[src/rtl/toggle_cover_collector.sv]
// Toggle-cover event receiver: latches first hits per bit and streams each newly
// covered global index exactly once over a valid/ready interface, lowest index first.
module toggle_cover_collector #(
   parameter int WIDTH       = 39,
   parameter int COVER_INDEX = 0,
   parameter int COVER_TOTAL = 8065,
   parameter int IDX_W       = $clog2(COVER_TOTAL),
   parameter int CNT_W       = $clog2(WIDTH + 1)
) (
   input  logic             clock,
   input  logic             reset,
   input  logic [WIDTH-1:0] valid,
   input  logic             clear,
   output logic             out_valid,
   input  logic             out_ready,
   output logic [IDX_W-1:0] out_index,
   output logic [CNT_W-1:0] covered_count,
   output logic             all_covered
);

   if (COVER_INDEX + WIDTH - 1 >= COVER_TOTAL) begin : g_range_check
      $error("toggle_cover_collector: COVER_INDEX + WIDTH - 1 exceeds COVER_TOTAL");
   end

   logic [WIDTH-1:0] hit;
   logic [WIDTH-1:0] pend;
   logic [WIDTH-1:0] new_bits;
   logic [WIDTH-1:0] hit_next;
   logic [WIDTH-1:0] load_mask;
   logic [IDX_W-1:0] sel_index;
   logic [CNT_W-1:0] new_count;
   logic             stage_free;
   logic             pend_any;

   always_comb begin
      new_bits   = valid & ~hit;
      hit_next   = hit | new_bits;
      stage_free = !out_valid || out_ready;
      pend_any   = |pend;
      load_mask  = '0;
      sel_index  = '0;
      // Scan high-to-low so the last match left standing is the lowest pending bit.
      for (int i = WIDTH - 1; i >= 0; i--) begin
         if (pend[i]) begin
            load_mask    = '0;
            load_mask[i] = 1'b1;
            sel_index    = IDX_W'(COVER_INDEX) + IDX_W'(i);
         end
      end
      if (!stage_free) begin
         load_mask = '0;
      end
      new_count = '0;
      for (int i = 0; i < WIDTH; i++) begin
         new_count = new_count + CNT_W'(new_bits[i]);
      end
   end

   // Loaded bits are already in hit, so clearing them never collides with new_bits.
   always_ff @(posedge clock) begin
      if (!reset || clear) begin
         hit           <= '0;
         pend          <= '0;
         out_valid     <= 1'b0;
         out_index     <= '0;
         covered_count <= '0;
         all_covered   <= 1'b0;
      end else begin
         hit           <= hit_next;
         pend          <= (pend & ~load_mask) | new_bits;
         covered_count <= covered_count + new_count;
         all_covered   <= &hit_next;
         if (stage_free) begin
            out_valid <= pend_any;
            if (pend_any) begin
               out_index <= sel_index;
            end
         end
      end
   end

endmodule

[config.mk]
export PLATFORM = sky130hd
export DESIGN_NAME = toggle_cover_collector
export DESIGN_NICKNAME = d
export VERILOG_FILES = /design/src/rtl/toggle_cover_collector.sv
export SDC_FILE = /design/constraint.sdc
export NUM_CORES = 1
export LEC_CHECK = 0
export ABC_CLOCK_PERIOD_IN_PS = 16400
export CAP_MARGIN = 40
export CORE_UTILIZATION = 55
export DETAILED_ROUTE_END_ITERATION = 8
export GPL_TIMING_DRIVEN = 0
export PLACE_DENSITY = 0.85
export SLEW_MARGIN = 20
export SYNTH_ARGS = -nofsm -noshare
export SYNTH_HDL_FRONTEND = slang
export SYNTH_SLANG_ARGS = --single-unit
export TNS_END_PERCENT = 50
[constraint.sdc]
create_clock -name clock -period 16.4 [get_ports clock]
set_input_delay 1.64 -clock clock [delete_from_list [all_inputs] [get_ports clock]]
set_output_delay 1.64 -clock clock [all_outputs]
set_load 0.02 [all_outputs]
==> metrics.csv, run 1 <==
stage,metric,value,unit
outcome,status,"finished, final reports clean",
final_layout,regArea,1840,um^2
final_layout,drive_gt1_share,6.48,%
timing,setup_viol,0,
grt,grt_max_degree,16,
power,peakVddDrop,0.000345,V
routing,postRouteAntennaNets,0,
final_layout,num-nets-final,720,
routing,vias,4224,
logic_synthesis,ys.flop_type,dfxtp_1,
critical_path,critPathMaxFanout,2,
placement,io_buffer_count,56,
logic_synthesis,synth-edff-count,0,
logic_synthesis,ys_types,46,
routing,first_iter_violations,315,
final_layout,n_antenna_cell,0,
clock_network,cts_resized,0,
clock_network,cts-root-buf,clkbuf_8,
die,die_w,96,um
logic_synthesis,synth-seq-cells,92,
power,power.density,192,nW/um^2
routing,drt_wl_total,12.7,mm
timing,slew_viol_final,0,
logic_synthesis,synth_warnings,0,
die,die_height,96,um
final_layout,area_growth,19.8,%
die,pin_count,64,
critical_path,start_kind,primary input,
logic_synthesis,syn_inst,555,
clock_network,post-cts-setup-buffer-count,0,
logic_synthesis,yosysSeqAreaShare,37.9,%
timing,timing.fmax,142,MHz
timing,hold_violations,0,
clock_network,numCtsBuffers,9,
grt,grt.overflow.total,0,
final_layout,fillers,643,
critical_path,critPathArrivalTime,7.29,ns
die,die-area,9220,um^2
grt,antenna_found_initial,0,
power,p_leak,0.00246,uW
placement,place_ws,9.04,ns
clock_network,cts_tree,yes,
critical_path,cp-end-kind,flop,
timing,worstMarginPinSlew,0.733,ns
die,num_rows,33,
routing,vias_per_cell,5.72,
critical_path,required,16.63,ns
logic_synthesis,synth-async-reset-ratio,0,%
clock_network,cts-htree-levels,3,
timing,relSlewSlack,50.7,%
timing,worst_slack,9.34,ns
timing,clock_skew,0.00934,ns
die,core,8380,um^2
grt,grt_pass1_wl,20.1,mm
routing,post-route-drc-count,0,
logic_synthesis,syn_area,4860,um^2
clock_network,cts.sinks,92,
routing,dr.pass1.iters,4,
timing,tns,0,ns
clock_network,clkLatencyLatePin,0.37,ns
clock_network,ctsHoldBuffers,0,
placement,hpwl,9.93,mm
grt,grt_pass1_vias,4088,
timing,fin_crit_sh,43.0,%
routing,wl_per_cell,17.2,um
worst_hold_path,hp-class,reg2reg,
die,start_util,58.0,%
timing,rsz0062_at_grt,no,
clock_network,cts_max_path_buffers,2,
job,timing.max_cap.violations,0,
final_layout,multiInputGateArea,2760,um^2
grt,grt_usage,29.9,%
clock_network,cts.clk_slew.worst_paths,0.10,ns
placement,place_congestion,0.944,
critical_path,crit_type,in2reg,
timing,layout_min_cycle_time,7.06,ns
logic_synthesis,syn_avg_cell_area,8.76,um^2
==> metal layers <==
layer  global-route usage, %  up-vias  wire length (um)  share of wire [%]
met2                    50.2      235              6230                 49
li1                        -     1974                 -                  -
met3                    5.92       40              1010                7.9
met1                    36.8     1975              5000                 39
met4                    14.1        0               455                3.6
met5                       0        -                 0                  0
==> state kept, by name, indices dropped and copies added (netlist names) <==
name           cells
hit               39
pend              39
covered_count      6
out_index          6
all_covered        1
out_valid          1
==> worst max-delay path: stages <==
cell and delay [ns]:
clkdlybuf4s50_1 0.48, nor2b_1 0.34, fa_1 0.50, fa_1 0.55
inv_1 0.08, fa_1 0.58, fa_1 0.45, fa_1 0.48
fa_1 0.42, fa_1 0.56, inv_1 0.05, ha_1 0.26
a21o_1 0.16, a21oi_1 0.25, o21bai_1 0.10, a21oi_1 0.19
xnor2_1 0.14, nor2_1 0.06
==> cell usage after synthesis, drive strengths merged (3+ instances only) <==
library cell  instances  area [um^2]
nor4                 18          185
or3                   6         46.3
nand2                18         67.6
clkbuf                8         30.0
nand2b               24          150
nand3                 9         45.0
nor3                 13         65.1
buf                  10         76.3
xor2                  4         35.0
or4                   4         31.3
nor2b                22          138
o31ai                 9         67.6
nor2                121          454
nand4                 3         25.0
xnor2                 3         26.3
o21ai                25          136
a21oi                49          245
fa                   32          641
ha                   17          213
o21a                  3         22.5
dfxtp                92         1840
inv                  46          173
==> cell usage in the layout (no fill, tap or decap), types with 3 or more instances in the layout <==
cell type	instances
nor2_1	121
dfxtp_1	92
clkdlybuf4s50_1	56
a21oi_1	49
inv_1	46
fa_1	32
nand2b_1	24
o21ai_0	24
nor2b_1	22
nand2_1	18
ha_1	17
nor3_1	13
nor4_1	12
clkbuf_8	10
clkbuf_1	9
nand3_1	9
o31ai_1	9
buf_4	8
conb_1	7
nor4_4	4
xor2_1	4
or4_1	3
xnor2_1	3
or3_2	3
o21a_1	3
bufinv_16	3
==> metrics by stage <==
stage / hold slack [ns] / util [%] / instances / total power, uW / cell area, um^2
floorplan: 0.433 / - / 561 / 769 / 4880
global placement: 0.440 / 66.5 / 722 / 876 / 5570
detailed placement: 0.450 / 66.5 / 722 / 909 / 5570
CTS: 0.463 / 69.5 / 738 / 1120 / 5820
global route: 0.485 / 69.5 / 738 / 1200 / 5820
finish: 0.463 / 69.5 / 738 / 1120 / 5820
==> report_power, final <==
group          switching, uW  internal (uW)  leakage [uW]
Combinational            361            315       0.00158
Clock                   84.1            106      0.000124
Sequential              12.0            240      0.000756
Total                    457            661       0.00246
==> area by class of cell <==
cell class	count	area share, %
multi-input cells	405	47.4
well taps	105	2.26
plain buffers	18	1.83
repair buffers	56	9.63
clock inverters	5	1.85
inverters	46	2.97
clock buffers	11	2.43
flip-flops and latches	92	31.6
==> path summary, 6_finish.rpt <==
kind / start / endpoint / slack [ns] / depth (start not counted)
worst max-delay path: valid[14] / covered_count[5] / 9.34 / 18
worst min-delay path: out_index[3] / out_index[3] / 0.46 / 2
worst max register to register: hit[26] / covered_count[5] / 10.80 / 18
worst min register to register: out_index[3] / out_index[3] / 0.46 / 2
==> logic make-up after synthesis <==
kind of cell               synth area share [%]
DFF                                        37.9
buffers and inverters                      5.74
adders and majority gates                  17.6
xor gates and xnor gates                   1.26
other                                    0.0772
and+or+nand+nor                            25.8
AOI/OAI and AO/OA                          11.7
(Power assumes the default switching activity.)
==> inputs of run 2 (changes only) <==
Settings changed: ABC_CLOCK_PERIOD_IN_PS 16400 to 5800, CORE_UTILIZATION 55 to 50, PLACE_DENSITY 0.85 to 0.81.
Clock period 16.4 ns to 5.8 ns, I/O delays scaled along.
==> metrics.csv, run 2 (synthesized netlist as in run 1, its figures left out) <==
stage,metric,value,unit,change
clock_network,cts.sinks,92,,unchanged
clock_network,cts-htree-levels,3,,unchanged
critical_path,crit_type,in2reg,,unchanged
die,die-area,10100,um^2,was 9220 um^2
grt,antenna_found_initial,0,,unchanged
timing,setup_viol,0,,unchanged
timing,clock_skew,0.0109,ns,was 0.00934 ns
clock_network,ctsHoldBuffers,0,,unchanged
outcome,status,"finished, final reports clean",,unchanged
power,peakVddDrop,0.000907,V,was 0.000345 V
critical_path,critPathSlowestCell,fa_1,,unchanged
timing,rsz0062_at_grt,no,,unchanged
power,sw_frac_of_total,43.2,%,was 40.8%
timing,layout_min_cycle_time,5.49,ns,
timing,worstMarginPinSlew,0.675,ns,was 0.733 ns
power,power.density,568,nW/um^2,was 192 nW/um^2
routing,vias,4176,,was 4224
clock_network,clkLatencyLatePin,0.38,ns,was 0.37 ns
placement,io_buffer_count,56,,unchanged
critical_path,critical_path.most_common_cell,fa_1,,unchanged
critical_path,slowest_delay,0.58,ns,about the same
power,power.switching,1480,uW,was 457 uW
clock_network,cts_tree,yes,,unchanged
power,power_frac_clock,12.1,%,was 17.0%
critical_path,timing.critical_path.cells,"dlymetal6s2s_1, nor2b_4, fa_1, inv_1, fa_1, inv_2, fa_1, inv_1, fa_1, fa_1, fa_1, fa_1, inv_2, ha_4, inv_2, fa_2, inv_1, a21o_1, a21oi_2, xor2_1, nor2_1",,"was clkdlybuf4s50_1, nor2b_1, fa_1, fa_1, inv_1, fa_1, fa_1, fa_1, fa_1, fa_1, inv_1, ha_1, a21o_1, a21oi_1, o21bai_1, a21oi_1, xnor2_1, nor2_1"
die,start_util,52.1,%,was 58.0%
grt,grt_pass1_vias,4083,,was 4088
critical_path,critPathArrivalTime,5.74,ns,was 7.29 ns
placement,placed_area,5600,um^2,was 5570 um^2
timing,tns,0,ns,unchanged
final_layout,finalCoreUtilization,64.6,%,was 69.5%
die,die_height,101,um,was 96 um
final_layout,top_regs,"hit x39, pend x39",,unchanged
final_layout,fillers,750,,was 643
die,core,9330,um^2,was 8380 um^2
clock_network,cts-root-buf,clkbuf_8,,unchanged
timing,fin_crit_sh,94.6,%,
routing,wl_per_cell,16.5,um,was 17.2 um
power,p_comb_share,67.0,%,was 60.4%
timing,timing.fmax,182,MHz,
timing,hold_violations,0,,unchanged
die,die_w,101,um,was 96 um
placement,hpwl,9.79,mm,was 9.93 mm
clock_network,cts.clk_slew.worst_paths,0.10,ns,about the same
critical_path,start_kind,primary input,,unchanged
routing,first_iter_violations,367,,was 315
critical_path,cp-end-kind,flop,,unchanged
final_layout,num-nets-final,731,,was 720
critical_path,cpLargestDelayFamily,adder cells,,unchanged
power,total_power,3420,uW,was 1120 uW
grt,grt_pass1_wl,19.8,mm,was 20.1 mm
die,num_rows,35,,was 33
die,pin_count,64,,unchanged
grt,grt.overflow.total,0,,unchanged
final_layout,area_growth,24.0,%,was 19.8%
routing,vias_per_cell,5.40,,was 5.72
power,p_leak,0.00270,uW,was 0.00246 uW
final_layout,layout_common_cells,"121 x nor2_1, 92 x dfxtp_1, 46 x a21oi_1, 42 x inv_1, 39 x clkdlybuf4s50_1",,"was 121 x nor2_1, 92 x dfxtp_1, 56 x clkdlybuf4s50_1, 49 x a21oi_1, 46 x inv_1"
final_layout,final_common_cell,nor2_1,,unchanged
timing,slew_viol_final,0,,unchanged
job,timing.max_cap.violations,0,,unchanged
final_layout,final_cells,773,,was 738
final_layout,design_area,6030,um^2,was 5820 um^2
grt,grt_max_degree,18,,was 16
worst_hold_path,hp-class,reg2reg,,unchanged
final_layout,n_antenna_cell,0,,unchanged
routing,dr.pass1.iters,5,,was 4
final_layout,drive_gt1_share,11.5,%,was 6.48%
critical_path,required,6.05,ns,was 16.63 ns
power,seqPwrFrac,20.9,%,was 22.6%
critical_path,critPathMaxFanout,2,,unchanged
timing,relSlewSlack,55.0,%,was 50.7%
placement,dp_cells,746,,was 722
routing,postRouteAntennaNets,0,,unchanged
power,p_int,1940,uW,was 661 uW
routing,post-route-drc-count,0,,unchanged
clock_network,cts_max_path_buffers,2,,unchanged
grt,grt_usage,26.3,%,was 29.9%
placement,place_congestion,0.988,,was 0.944
routing,drt_wl_total,12.7,mm,about the same
clock_network,numCtsBuffers,9,,unchanged
critical_path,crit_buf_inv,7,,was 3
[run 2: cell types whose count changed in the layout (fill, tap and decap cells not counted), moves of 2 or more]
cell	change
clkdlybuf4s50_1	-17
dlymetal6s2s_1	+17
nor2b_1	-12
nor2b_4	+12
buf_4	+11
inv_1	-4
inv_2	+4
a21oi_1	-3
a21oi_2	+3
bufinv_16	-3
clkinvlp_4	+2
inv_6	+2
[run 2: cell type report]
| cell class | count | area [um^2] | area share, % |
|---|---|---|---|
| flip-flops and latches | 92 | 1840 | 30.6 |
| well taps | 129 | 161 | 2.68 |
| inverters | 46 | 173 | 2.86 |
| clock inverters | 7 | 57.6 | 0.955 |
| repair buffers | 67 | 686 | 11.4 |
| clock buffers | 9 | 124 | 2.06 |
| plain buffers | 18 | 106 | 1.76 |
| multi-input cells | 405 | 2880 | 47.7 |
[run 2: worst min-delay path, delay by kind of cell (launching register included)]
kind	cells	cell delay (ns)
flip-flops	1	0.32
AND/OR/NAND/NOR	1	0.05
AO/OA/AOI/OAI	1	0.05
[run 2: power by group through the flow]
stage | Combinational, uW | Sequential (uW) | Clock, uW
3_3_place_gp | 1770 | 725 | 0
6_report | 2290 | 716 | 412
2_1_floorplan | 1440 | 734 | 0
5_1_grt | 2590 | 721 | 443
4_1_cts | 2010 | 713 | 420
3_5_place_dp | 1900 | 727 | 0
[run 2: through the flow]
stage / hold WS (ns) / setup slack, ns
floorplan: 0.433 / 0.380
detailed placement: 0.449 / -0.504
global route: 0.497 / 0.123
CTS: 0.463 / 0.00414
finish: 0.465 / 0.312
global placement: 0.445 / -0.385
[run 2: path summary, 6_finish.rpt]
path                           end  slack (ns)  depth (start not counted)    startpoint
setup / recovery  covered_count[4]        0.31                         21     valid[20]
hold / removal        out_index[3]        0.47                          2  out_index[3]
setup reg to reg  covered_count[4]        0.35                         20       hit[20]
hold reg to reg       out_index[3]        0.47                          2  out_index[3]
[run 2: per-layer routing]
| metal | up-vias | part of all wire, % | global-route usage (%) |
|---|---|---|---|
| li1 | 2001 | - | - |
| met1 | 1973 | 41 | 33.6 |
| met2 | 168 | 48 | 43.0 |
| met3 | 34 | 6.9 | 3.61 |
| met4 | 0 | 4.3 | 14.6 |
| met5 | - | 0 | 0 |
[run 2: repair_timing]
action | in CTS | in global routing
setup buffers | 0 | 11
endpoints found under the hold margin | 0 | 0
pin swaps | 1 | 21
setup endpoints to repair | 2 | 2
resized for setup | 6 | 45
==> inputs of run 3 (changes only) <==
Settings changed: ABC_CLOCK_PERIOD_IN_PS 5800 to 5400, CAP_MARGIN 40 to 20, CORE_UTILIZATION 50 to 55, PLACE_DENSITY 0.81 to 0.85.
Clock period 5.8 ns to 5.4 ns, I/O delays scaled along.
==> metrics.csv, run 3 (synthesized netlist as in run 1, its figures left out) <==
stage,metric,value,unit,change
critical_path,cpLargestDelayFamily,adder cells,,unchanged
clock_network,cts-root-buf,clkbuf_8,,unchanged
timing,worstMarginPinSlew,0.786,ns,was 0.675 ns
timing,clock_skew,0.00798,ns,was 0.0109 ns
routing,post-route-drc-count,1,,was 0
placement,dp_cells,722,,was 746
grt,grt_pass1_wl,25.4,mm,was 19.8 mm
routing,first_iter_violations,510,,was 367
final_layout,fillers,535,,was 750
power,p_leak,0.00280,uW,was 0.00270 uW
outcome,status,"complete, but fails checks",,"was finished, final reports clean"
timing,rsz0062_at_grt,yes,,was no
timing,relSlewSlack,47.1,%,was 55.0%
final_layout,finalCoreUtilization,75.9,%,was 64.6%
timing,setup_viol,2,,was 0
clock_network,cts-htree-levels,3,,unchanged
die,start_util,58.0,%,was 52.1%
final_layout,final_common_cell,nor2_1,,unchanged
clock_network,numCtsBuffers,9,,unchanged
routing,vias,4871,,was 4176
grt,antenna_found_initial,0,,unchanged
die,core,8380,um^2,was 9330 um^2
final_layout,n_antenna_cell,0,,unchanged
critical_path,timing.critical_path.cells,"dlygate4sd2_1, nand2b_1, fa_1, fa_1, inv_2, fa_1, inv_1, fa_1, fa_2, fa_2, fa_1, inv_1, ha_1, a21o_1, a21oi_2, o21bai_1, a21oi_2, xnor2_1, nor2_1",,"was dlymetal6s2s_1, nor2b_4, fa_1, inv_1, fa_1, inv_2, fa_1, inv_1, fa_1, fa_1, fa_1, fa_1, inv_2, ha_4, inv_2, fa_2, inv_1, a21o_1, a21oi_2, xor2_1, nor2_1"
die,pin_count,64,,unchanged
critical_path,critical_path.most_common_cell,fa_1,,unchanged
final_layout,area_growth,30.9,%,was 24.0%
timing,fin_crit_sh,103,%,
placement,place_ws,-0.865,ns,was -0.504 ns
critical_path,critPathMaxFanout,2,,unchanged
placement,io_buffer_count,56,,unchanged
clock_network,ctsHoldBuffers,0,,unchanged
timing,slew_viol_final,0,,unchanged
final_layout,num-nets-final,778,,was 731
timing,timing.fmax,181,MHz,
die,die_w,96,um,was 101 um
grt,grt.overflow.total,0,,unchanged
outcome,violations,"DRC, setup timing",,
power,peakVddDrop,0.00142,V,was 0.000907 V
grt,grt_pass1_vias,4871,,was 4083
critical_path,cp-end-kind,flop,,unchanged
critical_path,critPathArrivalTime,5.78,ns,was 5.74 ns
timing,hold_violations,0,,unchanged
final_layout,drive_gt1_share,22.6,%,was 11.5%
grt,grt_usage,38.4,%,was 26.3%
critical_path,slowest_delay,0.57,ns,was 0.58 ns
critical_path,required,5.64,ns,was 6.05 ns
placement,hpwl,9.93,mm,was 9.79 mm
clock_network,cts.sinks,92,,unchanged
routing,postRouteAntennaNets,0,,unchanged
critical_path,critPathSlowestCell,fa_1,,unchanged
clock_network,cts_max_path_buffers,2,,unchanged
timing,layout_min_cycle_time,5.54,ns,
routing,drt_wl_total,16.4,mm,was 12.7 mm
routing,dr.pass1.iters,9,,was 5
placement,place_congestion,0.944,,was 0.988
job,timing.max_cap.violations,0,,unchanged
final_layout,final_cells,796,,was 773
final_layout,layout_common_cells,"121 x nor2_1, 84 x dfxtp_1, 66 x buf_4, 45 x a21oi_1, 39 x clkdlybuf4s50_1",,"was 121 x nor2_1, 92 x dfxtp_1, 46 x a21oi_1, 42 x inv_1, 39 x clkdlybuf4s50_1"
power,power.density,651,nW/um^2,was 568 nW/um^2
power,total_power,4140,uW,was 3420 uW
clock_network,clkLatencyLatePin,0.37,ns,was 0.38 ns
critical_path,crit_type,in2reg,,unchanged
clock_network,cts.clk_slew.worst_paths,0.09,ns,was 0.10 ns
worst_hold_path,hp-class,in2reg,,was reg2reg
critical_path,crit_buf_inv,4,,was 7
final_layout,regArea,1850,um^2,was 1840 um^2
timing,worst_slack,-0.136,ns,was 0.312 ns
clock_network,cts_tree,yes,,unchanged
die,die_height,96,um,was 101 um
final_layout,top_regs,"hit x39, pend x39",,unchanged
critical_path,start_kind,primary input,,unchanged
final_layout,multiInputGateArea,2910,um^2,was 2880 um^2
routing,vias_per_cell,6.12,,was 5.40
die,die-area,9220,um^2,was 10100 um^2
die,num_rows,33,,was 35
routing,wl_per_cell,20.7,um,was 16.5 um
grt,grt_max_degree,16,,was 18
timing,tns,-0.246,ns,was 0 ns
[run 3: changes by cell type in the layout (fill, tap and decap cells not counted), moves of 3 or more]
cell            previous run  this run
bufinv_16                  0         3
dfxtp_2                    0         8
buf_2                      1        11
fa_1                      31        24
buf_4                     19        66
inv_1                     42        35
dfxtp_1                   92        84
fa_2                       1         8
dlygate4sd2_1              0         4
inv_2                      4        11
dlymetal6s2s_1            17         0
[run 3: layout make-up]
| cell class | count | share of cell area [%] |
|---|---|---|
| buffer | 18 | 1.67 |
| multi-input combinational | 405 | 45.8 |
| inverter | 46 | 2.71 |
| clock inverter | 5 | 1.69 |
| clock buffer | 11 | 2.22 |
| timing repair buffer | 114 | 14.7 |
| sequential | 92 | 29.1 |
| tap | 105 | 2.07 |
[run 3: metal layers]
layer	wire [um]	up-vias	share of wire, %	track usage, %
met4	1360	0	8.3	28.7
li1	-	2095	-	-
met1	5850	2283	36	43.4
met5	0	-	0	0
met2	7620	361	46	60.6
met3	1610	132	9.8	12.0
[run 3: worst min-delay path: stages]
cell and delay (ns):
buf_2 0.09, nor2_1 0.05, nor2_1 0.07
[run 3: through the flow]
step / instance area (um^2) / hold WS, ns
2_1_floorplan: 4880 / 0.433
3_3_place_gp: 5570 / 0.440
3_5_place_dp: 5570 / 0.450
4_1_cts: 6360 / 0.420
5_1_grt: 6360 / 0.422
6_report: 6360 / 0.419
[run 3: path summary, 6_finish.rpt]
path / startpoint / cells past startpoint / slack, ns / endpoint
setup / recovery: valid[24] / 19 / -0.14 / covered_count[5]
hold / removal: valid[0] / 3 / 0.42 / hit[0]
hold reg to reg: out_index[3] / 2 / 0.46 / out_index[3]
setup reg to reg: hit[12] / 18 / -0.13 / covered_count[5]
[run 3: power breakdown]
part / leakage, uW / switching (uW) / internal, uW
registers: 0.000759 / 41.7 / 731
logic: 0.00192 / 1460 / 1310
clock network: 0.000124 / 266 / 323
[run 3: repair_timing]
item,4_1_cts,5_1_grt
setup endpoints to repair,5,6
pin swaps,32,5
resized for setup,97,13
setup buffers,61,1
gates cloned,0,0
==> patch 1 (settings of run 3) <==
Put one more register stage on the output `covered_count`. The value now appears one clock later. The other outputs are not delayed to match.
--- a/src/rtl/toggle_cover_collector.sv
+++ b/src/rtl/toggle_cover_collector.sv
@@ -17,6 +17,8 @@
    output logic [CNT_W-1:0] covered_count,
    output logic             all_covered
 );
+
+   logic [CNT_W-1:0] covered_count_s0;
 
    if (COVER_INDEX + WIDTH - 1 >= COVER_TOTAL) begin : g_range_check
       $error("toggle_cover_collector: COVER_INDEX + WIDTH - 1 exceeds COVER_TOTAL");
@@ -63,12 +65,12 @@
          pend          <= '0;
          out_valid     <= 1'b0;
          out_index     <= '0;
-         covered_count <= '0;
+         covered_count_s0 <= '0;
          all_covered   <= 1'b0;
       end else begin
          hit           <= hit_next;
          pend          <= (pend & ~load_mask) | new_bits;
-         covered_count <= covered_count + new_count;
+         covered_count_s0 <= covered_count_s0 + new_count;
          all_covered   <= &hit_next;
          if (stage_free) begin
             out_valid <= pend_any;
@@ -79,5 +81,9 @@
       end
    end
 
+   always_ff @(posedge clock) begin
+      covered_count <= covered_count_s0;
+   end
+
 endmodule
 
Check against the original RTL: not equivalent (a bounded check fails within 4 cycles, from zero or initial values).
==> patch 1 against run 3 <==
The flow finishes with violations (negative setup slack). Critical path depth is 1 higher. Total power shrank 5.2%. Wire length fell by 9.2%. Cell area fell by 0.14%. Die area is 0.65% higher. Critical path type is now reg2reg. Non-clock buffer count shrank 4. Synthesized area increased by 0.67%. Sequential cell count grew 6. Setup slack improved by 0.051 ns.
==> patch 1: results (changes against run 3) <==
| Metric | Value |
|---|---|
| Status | complete, but fails checks |
| Failing checks | negative setup slack |
| Number of global-route vias before repair | 4634 (-4.9%) |
| Pleak | 2.78 nW (-0.79%) |
| Peak VDD IR | 0.00196 V (+37%) |
| Fill count | 596 (+11%) |
| WS Path Type | reg2reg |
| Sequential power | 0.000825 W (+6.7%) |
| First-pass GRT wire length | 23100 um (-9.1%) |
| Critical Path Start | hit[26]$_SDFF_PP0_ |
| Placed wire-length estimate | 9580 um (-3.6%) |
| Ratio of cells with drive above 1 in the final layout | 18.7% (-3.9 points) |
| Placed cells | 723 (+0.14%) |
| Worst Hold Class | reg2reg |
| Met3 global-route usage | 7.03% (-5.0 points) |
| Logic pwr share | 67.3% (+0.2 points) |
| WHS Path Cells | 0 (-3) |
| Setup ws final | -0.0857 ns (+0.0508 ns) |
| Reg2Reg Capture Point | covered_count_s0[4]$_SDFF_PP0_ |
| DR WL met2 | 7160 um (-6.0%) |
| Power per cell area | 618 mW/mm2 (-5.0%) |
| M1 GR Usage | 40.1% (-3.3 points) |
| Dpl cell area | 0.00561 mm2 (+0.65%) |
| GRT Overall Usage | 34.0% (-4.4 points) |
| Synth top area cells | dfxtp_1 40%, fa_1 13%, nor2_1 9.1% |
| Synth unique cells | 45 (-2.2%) |
| Post_cts resized | 77 (-21%) |
| Initial DRT Pass Iterations | 8 (-1) |
| HP Start | covered_count_s0[2]$_SDFF_PP0_ |
| DR iter-0 viols | 461 (-9.6%) |
| Length in cells of the worst reg-to-reg path | 20 (+2) |
| Worst slew pin tran | 0.915 ns (+0.129 ns) |
| Final setup viols | 2 (unchanged) |
| Clock Pin Slew Worst Setup and Hold Paths | 0.10 ns |
| GR Layer Usage met2 | 57.9% (-2.7 points) |
| CP max stage cell | fa_2 |
| Detailed Route WL | 14900 um (-9.2%) |
| Int Power | 0.00230 W (-2.9%) |
| Largest net degree at the start of global routing | 17 (+1) |
| Worst hold slack | 0.362 ns (-0.0568 ns) |
| Met3 WL | 1410 um (-13%) |
| Cells after Synth | 553 (-0.36%) |
| Pre-CTS setup slack | -0.871 ns (-0.00649 ns) |
| Sequential share of the synthesized area | 40.1% (+2.2 points) |
| CP max stage delay | 0.59 ns (+0.02 ns) |
| M1 wire length | 5480 um (-6.4%) |
| Vias/cell | 5.98 (-2.2%) |
| GPL Wtd Cong | 0.966 (+2.3%) |
| Worst EP arrival | 5.73 ns (-0.05 ns) |
| Final Instance Count excl. Fillers | 792 (-0.50%) |
| Fin nets | 772 (-0.77%) |
-- patch 1: cell count changes in the layout (fill, tap and decap cells not counted), sizes merged, moves of 3 or more --
cell / run 3 / this run
buf: 78 / 64
bufinv: 3 / 0
clkbuf: 20 / 23
dfxtp: 92 / 98
dlygate4sd2: 4 / 8
nand2: 18 / 15
nand3: 9 / 6
nor2: 121 / 118
o21a: 3 / 8
o21ai: 25 / 21
o31ai: 9 / 4
or4: 4 / 7
-- patch 1: logic make-up after synthesis --
family,Yosys count,share of synthesized area [%]
buffers and inverters,61,5.22
xor gates and xnor gates,7,1.25
AOI/OAI and AO/OA,99,12.1
adders and majority gates,49,17.4
DFF,98,40.1
other,1,0.0767
and+or+nand+nor,238,23.8
-- patch 1: cell type report --
class,instances,area (um2),share of cell area (%)
multi-input combinational,400,2860,45.0
timing repair buffer,110,957,15.1
clock inverter,5,38.8,0.611
clock buffer,10,138,2.17
sequential,98,1970,31.0
inverter,43,161,2.54
buffer,18,93.8,1.48
tap,108,135,2.13
==> patch 2 (config.mk and constraints of run 3) <==
Made on the original files. Set the parameter `WIDTH` to 43 (it was 39).
--- a/src/rtl/toggle_cover_collector.sv
+++ b/src/rtl/toggle_cover_collector.sv
@@ -1,7 +1,7 @@
 // Toggle-cover event receiver: latches first hits per bit and streams each newly
 // covered global index exactly once over a valid/ready interface, lowest index first.
 module toggle_cover_collector #(
-   parameter int WIDTH       = 39,
+   parameter int WIDTH       = 43,
    parameter int COVER_INDEX = 0,
    parameter int COVER_TOTAL = 8065,
    parameter int IDX_W       = $clog2(COVER_TOTAL),
Interface: changed (resized valid); port bits go from 64 to 68. No check against the original RTL was run, so the function may have changed too.
==> patch 2 against run 3 <==
The flow finishes with violations (negative setup slack). Cell area increased by 3.0%. Sequential cell count increased by 8. Clock skew hardly changed. Synthesized area rose by 8.7%. Via count decreased by 3.3%. Global-route usage is 7.4 points lower. Clock power fell by 13%. Register-to-register slack improved by 0.10 ns. Core utilization fell by 5.3 points. Setup slack gained 0.11 ns. Wire length shrank 12%. Worst hold slack got worse by 0.012 ns. Total power decreased by 2.0%. Sequential share of layout area increased by 1.5 points. Highest routed layer unchanged.
==> patch 2: results (changes against run 3) <==
| Metric | Value |
|---|---|
| Status | complete, but fails checks |
| Failing checks | negative setup slack |
| Fin Setup TNS | -0.0414 ns (+0.205 ns) |
| DR WL met2 | 7110 um (-6.7%) |
| Worst EP arrival | 5.67 ns (-0.11 ns) |
| GPL Wtd Cong | 0.943 (-0.12%) |
| Post_cts resized | 82 (-15%) |
| Setup Buffers After CTS | 15 (-75%) |
| Post-Synth Adder-Cell Area | 17.4% (-0.12 points) |
| Synth unique cells | 49 (+6.5%) |
| Setup ws final | -0.0273 ns (+0.109 ns) |
| First-pass GRT wire length | 23400 um (-7.8%) |
| Final core utilization | 70.6% (-5.3 points) |
| HP Start | valid[16] |
| Post-synthesis compound-gate area fraction | 12.2% (+0.51 points) |
| M1 GR Usage | 38.3% (-5.1 points) |
| Routed len/inst | 17.4 um (-16%) |
| Fill count | 702 (+31%) |
| WHS Endpoint | hit[16]$_SDFF_PP0_ |
| Comb pwr | 0.00271 W (-3%) |
| Post-synth top cells | 136 x nor2_1, 100 x dfxtp_1, 51 x a21oi_1 |
| Detailed Route WL | 14500 um (-12%) |
| Vias/cell | 5.67 (-7.4%) |
| CP max stage cell | fa_2 |
| Critical Path Start | hit[16]$_SDFF_PP0_ |
| Port Buffer Count | 60 (+7.1%) |
| Met3 global-route usage | 5.15% (-6.9 points) |
| Final setup viols | 2 (unchanged) |
| Finished Cell Area | 0.00655 mm2 (+3.0%) |
| Reg-to-reg setup timing slack | -0.03 ns (+0.10 ns) |
| Initial DRT Pass Iterations | 5 (-4) |
| Post-Synth XOR/XNOR Area | 1.16% (-0.10 points) |
| Sequential share of the synthesized area | 37.9% (about the same) |
| Fin nets | 796 (+2.3%) |
| Peak VDD IR | 0.00144 V (+0.87%) |
| Met3 WL | 1040 um (-35%) |
| Ratio of cells with drive above 1 in the final layout | 15.4% (-7.2 points) |
| Cells after Synth | 603 (+8.6%) |
| Pre-CTS setup slack | -0.854 ns (+0.0109 ns) |
| Mux share of post-synthesis cell area | 0.190% (+0.19 points) |
| Biggest regs | hit (43), pend (43) |
| Dpl cell area | 0.00610 mm2 (+9.5%) |
| Largest net degree at the start of global routing | 18 (+2) |
| Synth top area cells | dfxtp_1 38%, fa_1 14%, nor2_1 9.7% |
| Worst hold slack | 0.407 ns (-0.0120 ns) |
| Final Skew | 0.00836 ns (+0.000372 ns) |
| Placed wire-length estimate | 11300 um (+13%) |
| CP max stage delay | 0.59 ns (+0.02 ns) |
| Length in cells of the worst reg-to-reg path | 20 (+2) |
| Pleak | 2.81 nW (about the same) |
| DR iter-0 viols | 397 (-22%) |
==> patch 2: changes by cell type after synthesis, moves of 4 or more <==
cell / change
o31ai_1: -5
fa_1: +4
nor2b_1: +8
nand4_1: +4
dfxtp_1: +8
nor2_1: +15
clkbuf_1: +5
o21a_1: +4
==> patch 2: worst max-delay path by stage <==
stage,endpoint,depth (start not counted)
3_5_place_dp,covered_count[5]$_SDFF_PP0_,20
2_1_floorplan,covered_count[4]$_SDFF_PP0_,20
6_report,covered_count[4]$_SDFF_PP0_,20
4_1_cts,covered_count[5]$_SDFF_PP0_,20
5_1_grt,covered_count[4]$_SDFF_PP0_,20
3_3_place_gp,covered_count[4]$_SDFF_PP0_,21
==> patch 2: final cells by class <==
type	count	area share, %
buffer	20	1.55
tap	129	2.46
sequential	100	30.6
timing repair buffer	77	10.5
multi-input combinational	441	48.9
clock buffer	10	2.10
clock inverter	6	1.09
inverter	48	2.79
